### src/rtl/event_pkg.sv
// Shared types for the event arbiter: default field widths, event record
// and output-stage state.
package event_pkg;

   localparam int XW_DEF = 16;
   localparam int YW_DEF = 16;
   localparam int TW_DEF = 16;

   typedef struct packed {
      logic [XW_DEF-1:0] x;
      logic [YW_DEF-1:0] y;
      logic [TW_DEF-1:0] t;
      logic              p;
   } event_t;

   typedef enum logic {EMPTY = 1'b0, FULL = 1'b1} stage_t;

endpackage

### src/rtl/rr_picker.sv
// Combinational round-robin picker: first set request after 'last',
// wrapping modulo N.
module rr_picker #(
   parameter  int N  = 4,
   localparam int SW = $clog2(N)
) (
   input  logic [N-1:0]  req,
   input  logic [SW-1:0] last,
   output logic [N-1:0]  gnt_onehot,
   output logic [SW-1:0] gnt_idx,
   output logic          any
);

   always_comb begin
      int idx;
      idx        = 0;
      gnt_onehot = '0;
      gnt_idx    = '0;
      any        = 1'b0;
      // last < N and k <= N, so one conditional subtract implements the wrap
      for (int k = 1; k <= N; k++) begin
         idx = int'(last) + k;
         if (idx >= N) idx = idx - N;
         if (!any && req[idx]) begin
            any             = 1'b1;
            gnt_idx         = SW'(idx);
            gnt_onehot[idx] = 1'b1;
         end
      end
   end

endmodule

### src/rtl/event_arbiter.sv
// Round-robin arbiter feeding one registered event output stage.
// Optional macro EVT_ARB_DROP_NEG_EN drops p=0 winners and counts them.
module event_arbiter
   import event_pkg::*;
#(
   parameter  int N_SRC = 4,
   parameter  int XW    = XW_DEF,
   parameter  int YW    = YW_DEF,
   parameter  int TW    = TW_DEF,
   localparam int SW    = $clog2(N_SRC)
) (
   input  logic                clk,
   input  logic                rst,
   input  logic                enable,
   input  logic [N_SRC-1:0]    in_valid,
   output logic [N_SRC-1:0]    in_ready,
   input  logic [N_SRC*XW-1:0] in_x,
   input  logic [N_SRC*YW-1:0] in_y,
   input  logic [N_SRC*TW-1:0] in_t,
   input  logic [N_SRC-1:0]    in_p,
   output logic                out_valid,
   input  logic                out_ready,
   output logic [XW-1:0]       out_x,
   output logic [YW-1:0]       out_y,
   output logic [TW-1:0]       out_t,
   output logic                out_p,
   output logic [SW-1:0]       out_src,
   output logic                busy
`ifdef EVT_ARB_DROP_NEG_EN
   ,
   output logic [15:0]         drop_cnt
`endif
);

   logic [N_SRC-1:0] gnt_onehot;
   logic [SW-1:0]    gnt_idx;
   logic             any;
   logic [SW-1:0]    last_p0;
   stage_t           state_p0;

   logic [XW-1:0] win_x;
   logic [YW-1:0] win_y;
   logic [TW-1:0] win_t;
   logic          win_p;
   logic          drain_ok;
   logic          ld_ok;
   logic          hs;
   logic          fwd;

   rr_picker #(.N(N_SRC)) u_picker (
      .req        (in_valid),
      .last       (last_p0),
      .gnt_onehot (gnt_onehot),
      .gnt_idx    (gnt_idx),
      .any        (any)
   );

   assign win_x = in_x[int'(gnt_idx)*XW +: XW];
   assign win_y = in_y[int'(gnt_idx)*YW +: YW];
   assign win_t = in_t[int'(gnt_idx)*TW +: TW];
   assign win_p = in_p[gnt_idx];

   assign drain_ok = (state_p0 == EMPTY) | out_ready;

`ifdef EVT_ARB_DROP_NEG_EN
   // A p=0 winner is consumed without touching the output stage
   assign ld_ok = enable & ((any & ~win_p) | drain_ok);
   assign fwd   = hs & win_p;
`else
   assign ld_ok = enable & drain_ok;
   assign fwd   = hs;
`endif

   assign hs        = ld_ok & any & ~rst;
   assign in_ready  = hs ? gnt_onehot : '0;
   assign out_valid = (state_p0 == FULL);
   assign busy      = out_valid | (|in_valid);

   // Output stage p0
   always_ff @(posedge clk or posedge rst) begin
      if (rst) begin
         state_p0 <= EMPTY;
         last_p0  <= SW'(N_SRC - 1);
         out_x    <= '0;
         out_y    <= '0;
         out_t    <= '0;
         out_p    <= 1'b0;
         out_src  <= '0;
      end else begin
         if (hs) last_p0 <= gnt_idx;
         if (fwd) begin
            out_x   <= win_x;
            out_y   <= win_y;
            out_t   <= win_t;
            out_p   <= win_p;
            out_src <= gnt_idx;
         end
         case (state_p0)
            EMPTY:   if (fwd) state_p0 <= FULL;
            FULL:    if (!fwd && out_ready) state_p0 <= EMPTY;
            default: state_p0 <= EMPTY;
         endcase
      end
   end

`ifdef EVT_ARB_DROP_NEG_EN
   always_ff @(posedge clk or posedge rst) begin
      if (rst) begin
         drop_cnt <= '0;
      end else if (hs && !win_p && drop_cnt != 16'hFFFF) begin
         drop_cnt <= drop_cnt + 16'd1;
      end
   end
`endif

endmodule

### config.mk
export PLATFORM = sky130hd
export DESIGN_NAME = event_arbiter
export DESIGN_NICKNAME = d
export VERILOG_FILES = /design/src/rtl/event_pkg.sv /design/src/rtl/rr_picker.sv /design/src/rtl/event_arbiter.sv
export SDC_FILE = /design/constraint.sdc
export NUM_CORES = 1
export LEC_CHECK = 0
export CORE_ASPECT_RATIO = 1.1
export CORE_UTILIZATION = 30
export DETAILED_ROUTE_END_ITERATION = 6
export DONT_BUFFER_PORTS = 1
export PLACE_DENSITY = 0.51
export SLEW_MARGIN = 20
export SYNTH_ARGS = -nofsm -noshare
export SYNTH_HDL_FRONTEND = slang
export SYNTH_SLANG_ARGS = --single-unit
### constraint.sdc
create_clock -name clk -period 3.45 [get_ports clk]
set_input_delay 0.345 -clock clk [delete_from_list [all_inputs] [get_ports clk]]
set_output_delay 0.345 -clock clk [all_outputs]
set_load 0.005 [all_outputs]
==> implementation parameters <==
Parameter                              Value

Global routing
  Pin count of the biggest net entering global routing    around 70
  Number of antenna violations at the first check in global routing    0
  Via count of the first global-routing pass    roughly 4400
  Grt ovf    0
  Wire length of the first global-routing pass    24900 microns
  All-Layer GR Usage    0.198

Timing
  Share of the clock period used by the worst path    0.955
  Number of hold violations in the final report    0
  Final sum of negative setup slack    0 ps
  Measured slew at the worst slew-check pin    around 1000 ps
  Setup repair after global routing missed its margin    false
  Max transition margin    0.311
  Number of pins exceeding their max-slew limit in the final report    0
  Clock period minus final worst setup slack    about 3300 ps
  Endpoints failing setup    0
  Post-Route Skew    about 4 ps
  Timing-limited maximum frequency    roughly 300 MHz

Setup path
  Launch point of the critical path    last_p0[1]
  Worst r2r path cells    9
  Endpoint of the worst register-to-register path    out_t[5]
  R2R Setup Slk    ~490 ps
  Origin of the critical flop-to-flop path    last_p0[1]
  Startpoint type of the worst setup path    flop
  Crit path max fanout    10
  Class of the most critical setup path    reg -> out
  Worst Path Arrival    2950 ps
  Required time reported for the critical path endpoint    3110 ps
  Sort of element at the end of the critical path    primary output

Synthesis
  Async set or reset register ratio after synthesis    1.00
  Number of synthesized flops with an enable pin    0
  Leading register cell type out of synthesis    sky130_fd_sc_hd__dfrtp_1
  Syn avg cell area    8.76 sq um
  Portion of the post-synthesis area used by sequential elements    0.285
  Post-synthesis cell count    542
  Synthesized netlist net count    about 750
  Synthesis warning total    0
  Register bit count reported by yosys    54
  Area of the mapped netlist    between 0.004 and 0.005 sq mm
  Count of unique library cells instantiated by Yosys    55

Floorplanning
  Site row count    47
  Count of pins on the block boundary    261
  Die width    about 120 microns
  Total core area    around 0.015 sq mm
  Die outline height    134 microns
  Area of the die    0.0163 sq mm
  Initial standard-cell utilization of the core    0.312

Power and ir drop
  PD cells    approximately 1000 mW/mm^2
  Total internal power    between 2000 and 3000 uW
  Psw    between 2000 and 3000 uW
  Clock share of power    0.120
  Switching share of power    0.499
  Total power of the final layout    just over 5000 uW
  Worst-case vdd ir drop    approximately 460 uV
  Logic pwr share    0.645
  Leak Pwr    0.00194 uW
  Sequential share of power    0.235

CTS
  Post-CTS clock slew at the launch and capture registers of the worst setup and hold paths    approximately 70 ps
  CTS max path bufs    2
  Clock tree from TritonCTS    yes
  Worst skew pair latency    300 ps
  Library cell used as clock root buffer    sky130_fd_sc_hd__clkbuf_16
  Number of clock buffers inserted by TritonCTS    5
  TritonCTS sink count    54
  Total number of H-tree levels    2

Drt
  Total detailed-routing wirelength    16400 microns
  Router iterations before antenna repair    5
  Mean number of vias per cell    6.33
  DRC violation count after routing    0
  Routed via count    ~4400
  Iter 0 DRT Violations    365
  Antenna viol nets, final    0
  Mean routed wirelength per cell    between 20 and 25 microns

Flow run
  Count of max-cap constraint violations    0

Status
  Status    finished clean

Final layout
  Fraction of layout cells with a size suffix above 1    0.134
  Ant diodes    0
  Area overhead of the layout relative to synthesis    6.11%
  Non-filler instance count after layout    about 700
  Number of nets at the end of the flow    718
  Cell area after layout    between 0.005 and 0.006 sq mm
  Fill cell total of the finished layout    roughly 1600

Hold path
  Worst hold-check path type    in -> async

Placed design
  Placed standard-cell area    0.00485 sq mm
  Post-placement cell count    slightly below 700
  Number of I/O port buffers    0
  Final weighted congestion in routability-driven placement    between 0.8 and 0.9
  Sum of net half-perimeters after detailed placement    11400 microns
final cells by class:
| cell class | instances | area [sq um] | share of cell area |
|---|---|---|---|
| timing repair buffer | 17 | 148 | 0.0293 |
| inverter | 4 | 15.0 | 0.00298 |
| clock inverter | 1 | 30.0 | 0.00596 |
| multi-input combinational | 424 | 3110 | 0.617 |
| tap | 196 | 245 | 0.0487 |
| sequential | 54 | 1350 | 0.269 |
| clock buffer | 6 | 139 | 0.0276 |
placed cells by master (no fill, tap or decap), drive strengths merged, types with 5 or more instances in the layout:
cell,instances
or3,50
o2111ai,49
clkbuf,6
nor2,6
ha,8
buf,17
a21oi,5
nand2,110
o211ai,50
mux2i,54
dfrtp,52
o22ai,50
kinds of logic (layout without fill, tap and decap cells):
group	after synthesis	in the layout	synth area share
multiplexers	58	58	0.130
AND/OR/NAND/NOR	178	178	0.175
flip-flops	54	54	0.285
XOR/XNOR	1	1	0.00185
adder cells (fa/ha/maj)	8	8	0.0211
AO/OA/AOI/OAI	179	179	0.321
buffers and inverters	64	28	0.0667
power groups by stage:
stage,clock network [uW],logic (uW),registers [uW]
2_1_floorplan,0,2630,1140
3_3_place_gp,0,3180,1220
3_5_place_dp,0,3270,1220
4_1_cts,635,3270,1210
5_1_grt,657,3610,1250
6_report,614,3320,1210
timing repair:
| item | CTS | global route |
|---|---|---|
| hold endpoints to repair | 0 | 0 |
| resized for setup | 0 | 1 |
| setup buffers | 0 | 0 |
| hold buffers | 0 | 0 |
| setup endpoints to repair | 0 | 3 |
synthesized netlist by cell type, drive strengths merged (2+ instances only):
library cell,instances,share of area
nand3b,2,0.0032
mux2i,54,0.12
a221oi,2,0.0037
o2111ai,49,0.10
o211ai,50,0.091
buf,33,0.042
inv,3,0.0024
dfstp,2,0.011
clkbuf,27,0.021
o22ai,50,0.067
nor2,6,0.0047
ha,8,0.021
dfrtp,52,0.27
a22oi,4,0.0063
o21ai,2,0.0021
mux2,3,0.0079
nand2b,3,0.0040
or3,50,0.066
a22o,4,0.0074
a211oi,2,0.0042
a21o,2,0.0032
nand2,110,0.088
a21oi,5,0.0061
critical path, cell delays in order (launching register included):
cell and delay, ps:
sky130_fd_sc_hd__dfstp_2 530, sky130_fd_sc_hd__inv_1 120, sky130_fd_sc_hd__ha_2 500, sky130_fd_sc_hd__mux2_4 360, sky130_fd_sc_hd__a2bb2oi_2 150, sky130_fd_sc_hd__or3_1 360, sky130_fd_sc_hd__a211oi_2 280, sky130_fd_sc_hd__a22oi_1 120
sky130_fd_sc_hd__a21oi_1 220
stage by stage:
step           hold slack (ps)   util  setup slack [ps]
2_1_floorplan              471      -               436
3_3_place_gp               489  0.318               545
3_5_place_dp               491  0.318               456
4_1_cts                    232  0.330               122
5_1_grt                    257  0.331              20.9
6_report                   226  0.331               156
flip-flops by register name, indices dropped and copies added, names as in the netlist:
signal / count
last_p0: 2
out_p: 1
out_src: 2
out_t: 16
out_valid: 1
out_x: 16
out_y: 16
how the worst max path moves through the flow:
stage                   to  slack, ps  cells after the start
2_1_floorplan  in_ready[0]        440                      7
3_3_place_gp      out_t[5]        550                      9
3_5_place_dp      out_t[5]        460                      9
4_1_cts        in_ready[2]        120                      8
5_1_grt        in_ready[2]         20                      7
6_report       in_ready[2]        160                      8
routing by layer:
metal	GRT usage	routed length, microns	vias to the layer above
met2	0.341	8010	255
met3	0.0591	1680	15
li1	-	-	2029
met5	0	0	-
met4	0.0576	267	0
met1	0.233	6410	2143
Power figures use the tool's default switching activity.
